<file path="src/rtl/serdes_pkg.sv">
// serdes_pkg: shared K28.5 comma codes, default symbol width and receive alignment states
package serdes_pkg;
  localparam int WIDTH_DEF = 10;
  localparam logic [9:0] K28P5_RDN = 10'h17C;
  localparam logic [9:0] K28P5_RDP = 10'h283;
  typedef enum logic [1:0] {HUNT = 2'd0, CHECK = 2'd1, LOCKED = 2'd2} state_t;
endpackage

</file>
<file path="src/rtl/comma_detect.sv">
// comma_detect: combinational match of a WIDTH-bit window against either comma disparity
module comma_detect
  import serdes_pkg::*;
#(
  parameter int WIDTH = WIDTH_DEF,
  parameter logic [WIDTH-1:0] COMMA_P = K28P5_RDN,
  parameter logic [WIDTH-1:0] COMMA_N = K28P5_RDP
) (
  input  logic [WIDTH-1:0] win,
  output logic             match
);
  assign match = (win == COMMA_P) || (win == COMMA_N);
endmodule

</file>
<file path="src/rtl/ser_par_align.sv">
// ser_par_align: serial-to-parallel receiver with comma word alignment; ERR_CNT_EN adds err_cnt
module ser_par_align
  import serdes_pkg::*;
#(
  parameter int WIDTH = WIDTH_DEF,
  parameter logic [WIDTH-1:0] COMMA_P = K28P5_RDN,
  parameter logic [WIDTH-1:0] COMMA_N = K28P5_RDP,
  parameter int LOCK_COUNT = 3,
  parameter int LOSS_COUNT = 4
) (
  input  logic             reloj,
  input  logic             reset,
  input  logic             data_in,
  input  logic             enable,
  input  logic             rxpol,
  output logic [WIDTH-1:0] data_out,
  output logic             valid,
  output logic             locked,
  output logic             comma_det,
  output logic             align_err
`ifdef ERR_CNT_EN
  ,
  output logic [7:0]       err_cnt
`endif
);
  localparam int CW = $clog2(WIDTH);
  localparam int GW = $clog2(LOCK_COUNT + 1);
  localparam int BW = $clog2(LOSS_COUNT + 1);
  logic [WIDTH-1:0] sr, win;
  logic [CW-1:0] cnt;
  logic [GW-1:0] good;
  logic [BW-1:0] bad;
  state_t state;
  logic match, boundary, off, lost, hunt_hit, realign, lock_now;
  assign win = {data_in ^ rxpol, sr[WIDTH-1:1]};
  assign boundary = cnt == CW'(WIDTH - 1);
  assign off = match && !boundary && state != HUNT;
  assign lost = off && state == LOCKED && 32'(bad) + 32'd1 == LOSS_COUNT;
  // losing lock on a comma treats that comma as a fresh hunt hit
  assign hunt_hit = (match && state == HUNT) || lost;
  assign realign = hunt_hit || (off && state == CHECK);
  assign lock_now = hunt_hit ? LOCK_COUNT == 1
                  : state == CHECK && match && boundary && 32'(good) + 32'd1 == LOCK_COUNT;
  comma_detect #(.WIDTH(WIDTH), .COMMA_P(COMMA_P), .COMMA_N(COMMA_N)) u_det (
    .win  (win),
    .match(match)
  );
  always_ff @(posedge reloj) begin
    if (reset) begin
      sr        <= '0;
      cnt       <= '0;
      good      <= '0;
      bad       <= '0;
      state     <= HUNT;
      data_out  <= '0;
      valid     <= 1'b0;
      locked    <= 1'b0;
      comma_det <= 1'b0;
      align_err <= 1'b0;
`ifdef ERR_CNT_EN
      err_cnt   <= '0;
`endif
    end else begin
      valid     <= 1'b0;
      comma_det <= 1'b0;
      align_err <= 1'b0;
      if (enable) begin
        sr        <= win;
        cnt       <= (boundary || realign) ? '0 : cnt + 1'b1;
        comma_det <= match;
        align_err <= off;
        if (realign) good <= GW'(1);
        else if (state == CHECK && match && boundary) good <= good + 1'b1;
        if (lock_now) begin
          state  <= LOCKED;
          locked <= 1'b1;
          bad    <= '0;
        end else if (realign) begin
          state  <= CHECK;
          locked <= 1'b0;
          bad    <= '0;
        end else if (state == LOCKED && off) bad <= bad + 1'b1;
        else if (state == LOCKED && match && boundary) bad <= '0;
        if (lock_now || (state == LOCKED && boundary)) begin
          data_out <= win;
          valid    <= 1'b1;
        end
`ifdef ERR_CNT_EN
        if (off && err_cnt != 8'hFF) err_cnt <= err_cnt + 1'b1;
`endif
      end
    end
  end
endmodule

</file>
<file path="config.mk">
export PLATFORM = sky130hd
export DESIGN_NAME = ser_par_align
export DESIGN_NICKNAME = d
export VERILOG_FILES = /design/src/rtl/serdes_pkg.sv /design/src/rtl/comma_detect.sv /design/src/rtl/ser_par_align.sv
export SDC_FILE = /design/constraint.sdc
export NUM_CORES = 1
export LEC_CHECK = 0
export CAP_MARGIN = 20
export CORE_ASPECT_RATIO = 0.6
export CORE_UTILIZATION = 52
export CTS_BUF_LIST = sky130_fd_sc_hd__clkbuf_4 sky130_fd_sc_hd__clkbuf_8
export CTS_CLUSTER_DIAMETER = 80
export DETAILED_ROUTE_END_ITERATION = 12
export HOLD_SLACK_MARGIN = 0.06
export PLACE_DENSITY = 0.82
export RECOVER_POWER = 50
export SYNTH_ARGS = -nofsm -noshare
export SYNTH_HDL_FRONTEND = slang
export SYNTH_HIERARCHICAL = 1
export SYNTH_SLANG_ARGS = --single-unit
</file>
<file path="constraint.sdc">
create_clock -name reloj -period 4 [get_ports reloj]
set_input_delay 0.6 -clock reloj [delete_from_list [all_inputs] [get_ports reloj]]
set_output_delay 0.6 -clock reloj [all_outputs]
set_load 0.01 [all_outputs]
</file>
==> results of run 1 <==
[worst max-delay path, cell delays in order]
cell             delay, ns
clkdlybuf4s50_1       0.43
xnor2_1               0.33
inv_1                 0.09
and4bb_1              0.27
nand3_1               0.09
o41ai_2               0.50
nand2_1               0.26
a221oi_2              0.30
nor2_1                0.10
a22o_1                0.23
[final timing paths]
path | from | end | depth (start not counted)
max | rxpol | bad[0] | 10
min | data_out[2] | data_out[2] | 2
max reg2reg | sr[8] | bad[0] | 7
min reg2reg | data_out[2] | data_out[2] | 2
[sequential cells by signal (all words and copies together), names as in the netlist]
register / flops
locked: 1
data_out: 10
align_err: 1
comma_det: 1
good: 2
cnt: 4
bad: 3
sr: 9
state: 1
valid: 1
[power breakdown]
group	internal, mW	total [mW]	leakage (nW)	switching, mW
Sequential	0.332	0.336	0.266	0.00390
Clock	0.155	0.271	0.0542	0.115
Combinational	0.0125	0.0287	0.432	0.0162
Total	0.500	0.635	0.752	0.135
[metal layers]
| layer | GRT usage (%) | vias up |
|---|---|---|
| met2 | 31.6 | 26 |
| met4 | 15.3 | 0 |
| li1 | - | 585 |
| met3 | 8.20 | 9 |
| met5 | 0 | - |
| met1 | 30.7 | 557 |
[stage by stage]
stage          hold slack [ns]  util (%)
6_report                 0.484      68.0
5_1_grt                  0.491      68.0
4_1_cts                  0.484      68.2
3_5_place_dp             0.471      64.4
3_3_place_gp             0.448      64.4
2_1_floorplan            0.427         -
[logic make-up (layout without fill, tap and decap cells)]
kind of cell	Yosys count	after routing
simple gates	59	59
xor+xnor	1	1
fa+ha+maj	4	4
compound gates	23	23
flops	33	33
buf+inv	15	34
mux	17	17
[cell usage after synthesis, types with 3 or more instances]
master | instances | area [um2]
dfxtp_1 | 33 | 661
nand2_1 | 4 | 15.0
nor3_1 | 3 | 15.0
nand3_1 | 3 | 15.0
inv_1 | 6 | 22.5
nor2_1 | 24 | 90.1
nand4b_1 | 3 | 26.3
o21ai_0 | 4 | 20.0
buf_6 | 6 | 67.6
a21oi_1 | 3 | 15.0
nor4_1 | 3 | 18.8
ha_1 | 4 | 50.1
mux2i_1 | 17 | 170
[area by class of cell]
class / count / area, um2 / area share [%]
multi-input combinational: 104 / 786 / 43.4
sequential: 33 / 661 / 36.5
tap: 40 / 50.0 / 2.76
clock inverter: 1 / 5.00 / 0.276
clock buffer: 7 / 96.3 / 5.32
timing repair buffer: 20 / 191 / 10.6
inverter: 6 / 22.5 / 1.24
==> results.md, run 1 <==
- Status: finished, final reports clean
- Post-synthesis cell count: 152
- Pin count of the biggest net entering global routing: 20
- Post-synthesis compound-gate area fraction: between 10% and 20%
- Initial Util: ~58%
- CTS sink cnt: 33
- Clock Latency Late Sink: 0.28 ns
- ANT cells: 0
- Setup slack, reg-to-reg: ~1.8 ns
- Critical Path Fanout Max: 6
- Die height: roughly 44 um
- Fin crit share: roughly three quarters
- Flops & latches, synth: 33
- Clk slew on worst S/H paths: ~0.070 ns
- Initial antenna violation count: 0
- Place WS: 0.682 ns
- Detailed placer's ending HPWL: ~2300 um
- Vias post-DR: about 1200
- Post-Layout Cell Count: ~210
- Proportion of layout cells with a drive suffix above 1: a little over an eighth
- Simple-Gate Fraction of Synth Area: between 20% and 30%
- RSZ-0062 raised after global routing: false
- Syn-to-layout area delta: 16.5%
- Vias in the first global route: about 1100
- Crit path DAT: between 3 and 4 ns
- Ys flop type: dfxtp_1
- Most frequent cells in the layout: dfxtp_1, nor2_1, mux2i_1
- H-tree levels: 2
- Synth Area in Adders: around 3.2%
- Ys Warns: 6
- Total GRT Usage: a little under a quarter
- Max-slew violations: 0
- Row Count: 14
- Clock Skew: about 0.0044 ns
- DRT Pass-1 Iters: 4
- Unique masters post-synth: between 40 and 50
- CTS tree: done
- Total CTS buffers: 5
- Count of final setup violators: 0
- Fmax achieved: approximately 330 MHz
- Setup Buffers After CTS: 0
- Register area share after synthesis: 42.5%
- Max cap viols: 0
- Setup TNS: 0 ns
- Commonest non-fill, non-tap cell in the layout: dfxtp_1
- Worst Setup Slack, final: 0.963 ns
- Worst setup EP type: register
- Total power: approximately 640 uW
- CP required: 4.18 ns
- PostCTS Resize Cnt: 0
- First-pass GRT wire length: ~5400 um
- Number of enable flip-flop cells after synthesis: 0
- Design area: roughly 1800 um2
- Routed metal-1 wirelength: about 1600 um
- Type of origin of the critical path: primary input
- Main combinational cell family by area after synthesis: simple AND/OR/NAND/NOR gates
- DP Area: 1710 um2
- Endpoints failing hold: 0
- Fill count: around 210
- DRC viols: 0
- Async set or reset register ratio after synthesis: 0%
- Setup CP Type: primary input to register
- Synthesized area: 1560 um2
- Cells after DPL: between 200 and 250
- Routed wl met2: approximately 1200 um
- DR WL/cell: ~15 um
- Worst Max-Slew Pin Slew: around 0.89 ns
- GP Congestion: ~0.8
- Mux share of post-synthesis cell area: between 10% and 20%
- Net count after synthesis: approximately 160
- WL final: between 3000 and 4000 um
- XOR/XNOR Fraction of Synth Area: less than 1%
- Worst slew margin: between 40 and 50%
- Leak pwr: between 0.7 and 0.8 nW
- Max clock buf depth: 2
- Nets: roughly 180
- Final ANT Viol Nets: 0
- Area of the core: between 2000 and 3000 um2
- Top Layer Used: met4
- Peak VDD IR: roughly 220 uV
- Mapped Avg Cell Area: 10.2 um2
- Grt total ovfl: 0
- Pwr/cell area: between 300 and 400 nW/um2
- Die Area: approximately 3200 um2
- Clk root buf: clkbuf_8
- HP Class: register to register
- Port Buffer Count: 18
- Hold Buf Count CTS: 0
- Routed wl met3: roughly 170 um
- DR vias/cell: between 5 and 6
- Period minus WS final: between 3 and 4 ns
- Io pins: 19
- Initial DRC Count: 66
- Die W: 72.6 um
(Power assumes the default switching activity.)
==> inputs of run 2 (changes only) <==
- clock period: 4 -> 2.9 ns (I/O delays scaled with it)
==> results.md, run 2 (synthesis results as in run 1) <==
- Peak VDD IR: 319 uV (+44%)
- WL final: 3170 um (+1.8%)
- HP Class: register to register
- Post-Layout Cell Count: 214 (+1.4%)
- Worst setup EP type: register
- Finished Core Util: 68.8% (+0.70 points)
- CTS tree: done
- Row Count: 14 (unchanged)
- Initial DRC Count: 112 (+70%)
- HP Start: bad[2]
- Leak pwr: 0.766 nW (+1.8%)
- Detailed placer's ending HPWL: 2230 um (-1.3%)
- Crit path DAT: 2.83 ns (-0.39 ns)
- Design area: 1830 um2 (+1.0%)
- Fmax achieved: 377 MHz
- Reg-to-Reg Start: sr[8]
- Io pins: 19 (unchanged)
- Max clock buf depth: 2 (unchanged)
- CP required: 3.07 ns (-1.11 ns)
- H-tree levels: 2 (unchanged)
- Vias post-DR: 1213 (+3.1%)
- Total CTS buffers: 5 (unchanged)
- Setup CP Type: primary input to register
- Clk slew on worst S/H paths: 0.07 ns (about the same)
- Type of origin of the critical path: primary input
- Worst slew margin: 56.5% (+16 points)
- Syn-to-layout area delta: 17.7%
- DRT Pass-1 Iters: 7 (+3)
- Initial antenna violation count: 0 (unchanged)
- DRC viols: 0 (unchanged)
- PostCTS Resize Cnt: 0 (unchanged)
- Largest register FFs: 10 (unchanged)
- Largest registers: data_out x10, sr x9, cnt x4
- GP Congestion: 0.813 (+3.7%)
- CTS sink cnt: 33 (unchanged)
- First-pass GRT wire length: 5350 um (-0.52%)
- Clock Latency Late Sink: 0.28 ns (about the same)
- Most flop-heavy register: data_out
- Pin count of the biggest net entering global routing: 23 (+15%)
- Hold Buf Count CTS: 0 (unchanged)
- Proportion of layout cells with a drive suffix above 1: 14.9% (+1.5 points)
- Area of the core: 2660 um2 (unchanged)
- Final ANT Viol Nets: 0 (unchanged)
- Fin crit share: 91.6%
- RSZ-0062 raised after global routing: false
- Port Buffer Count: 18 (unchanged)
- Commonest non-fill, non-tap cell in the layout: dfxtp_1
- Total GRT Usage: 22.6% (-0.46 points)
- Cells after DPL: 207 (+2.0%)
- Status: finished, final reports clean
- DP Area: 1740 um2 (+1.8%)
- Nets: 183 (+2.2%)
- ANT cells: 0 (unchanged)
- Setup Buffers After CTS: 0 (unchanged)
- Hold WS: 0.473 ns (-0.0109 ns)
- Die height: 44.4 um (unchanged)
- WHS Path Cells: 1 (-1)
- Worst r2r dst: state[0]
- Max cap viols: 0 (unchanged)
- Initial Util: 58.4% (unchanged)
- Clock Skew: 0.00519 ns (+0.000831 ns)
- Pwr/cell area: 471 nW/um2 (+34%)
- Fill count: 213 (unchanged)
- Max-slew violations: 0 (unchanged)
- Grt total ovfl: 0 (unchanged)
- Worst Reg-to-Reg Cells: 8 (+1)
- Critical Path Fanout Max: 5 (-1)
- DR WL/cell: 14.8 um (+0.41%)
- Worst Max-Slew Pin Slew: 0.650 ns (-0.245 ns)
- Total power: 863 uW (+36%)
- Period minus WS final: ~2.7 ns
- Clk root buf: clkbuf_8
- Die Area: 3220 um2 (unchanged)
- Vias in the first global route: 1108 (-1.6%)
- Hold path endpoint: bad[2]
- Count of final setup violators: 0 (unchanged)
- Die W: 72.6 um (unchanged)
- DR vias/cell: 5.67 (+1.6%)
- Endpoints failing hold: 0 (unchanged)
- Most frequent cells in the layout: dfxtp_1, nor2_1, mux2i_1
- Setup slack, reg-to-reg: 0.80 ns (-1.00 ns)
-- run 2: critical path: stages --
cell and delay, ns:
clkdlybuf4s50_1 0.42, xnor2_1 0.25, inv_1 0.08, and4bb_1 0.27, nand3_1 0.09, o41ai_2 0.32, buf_4 0.19, nand2_1 0.11
nor2_1 0.29, a311oi_1 0.14, a31o_2 0.23
-- run 2: worst max-delay path by stage --
stage	start	to	slack [ns]	cells past startpoint
finish	rxpol	state[0]	0.24	11
global route	rxpol	good[1]	0.07	11
CTS	rxpol	good[1]	0.26	11
detailed placement	rxpol	good[1]	-0.02	11
global placement	rxpol	good[1]	0.10	11
floorplan	rxpol	data_out[3]	0.48	10
-- run 2: cell type report --
cell class,instances,area (um2),area share [%]
inverters,6,22.5,1.23
clock buffers,7,90.1,4.92
multi-input cells,104,786,42.9
flip-flops and latches,33,661,36.1
repair buffers,24,221,12.1
well taps,40,50.0,2.73
-- run 2: power by group --
part	internal, mW	switching (mW)
combinational	0.0187	0.0231
sequential	0.458	0.00554
clock	0.198	0.160
total	0.674	0.189
-- run 2: per-stage QoR --
step | setup WS (ns) | setup TNS [ns]
2_1_floorplan | 0.481 | 0
3_3_place_gp | 0.104 | 0
3_5_place_dp | -0.0234 | -0.0258
4_1_cts | 0.264 | 0
5_1_grt | 0.0663 | 0
6_report | 0.245 | 0
-- run 2: metal layers --
metal | share of wire [%] | track usage (%) | vias up
met1 | 52 | 31.8 | 588
met3 | 5.1 | 6.61 | 4
met4 | 0.82 | 10.6 | 0
met2 | 42 | 32.1 | 31
li1 | - | - | 590
met5 | 0 | 0 | -
==> inputs of run 3 (changes only) <==
- SKIP_CTS_REPAIR_TIMING: not set -> 1
==> results of run 3 <==
Final layout, timing and power as in run 2 (identical DEF).
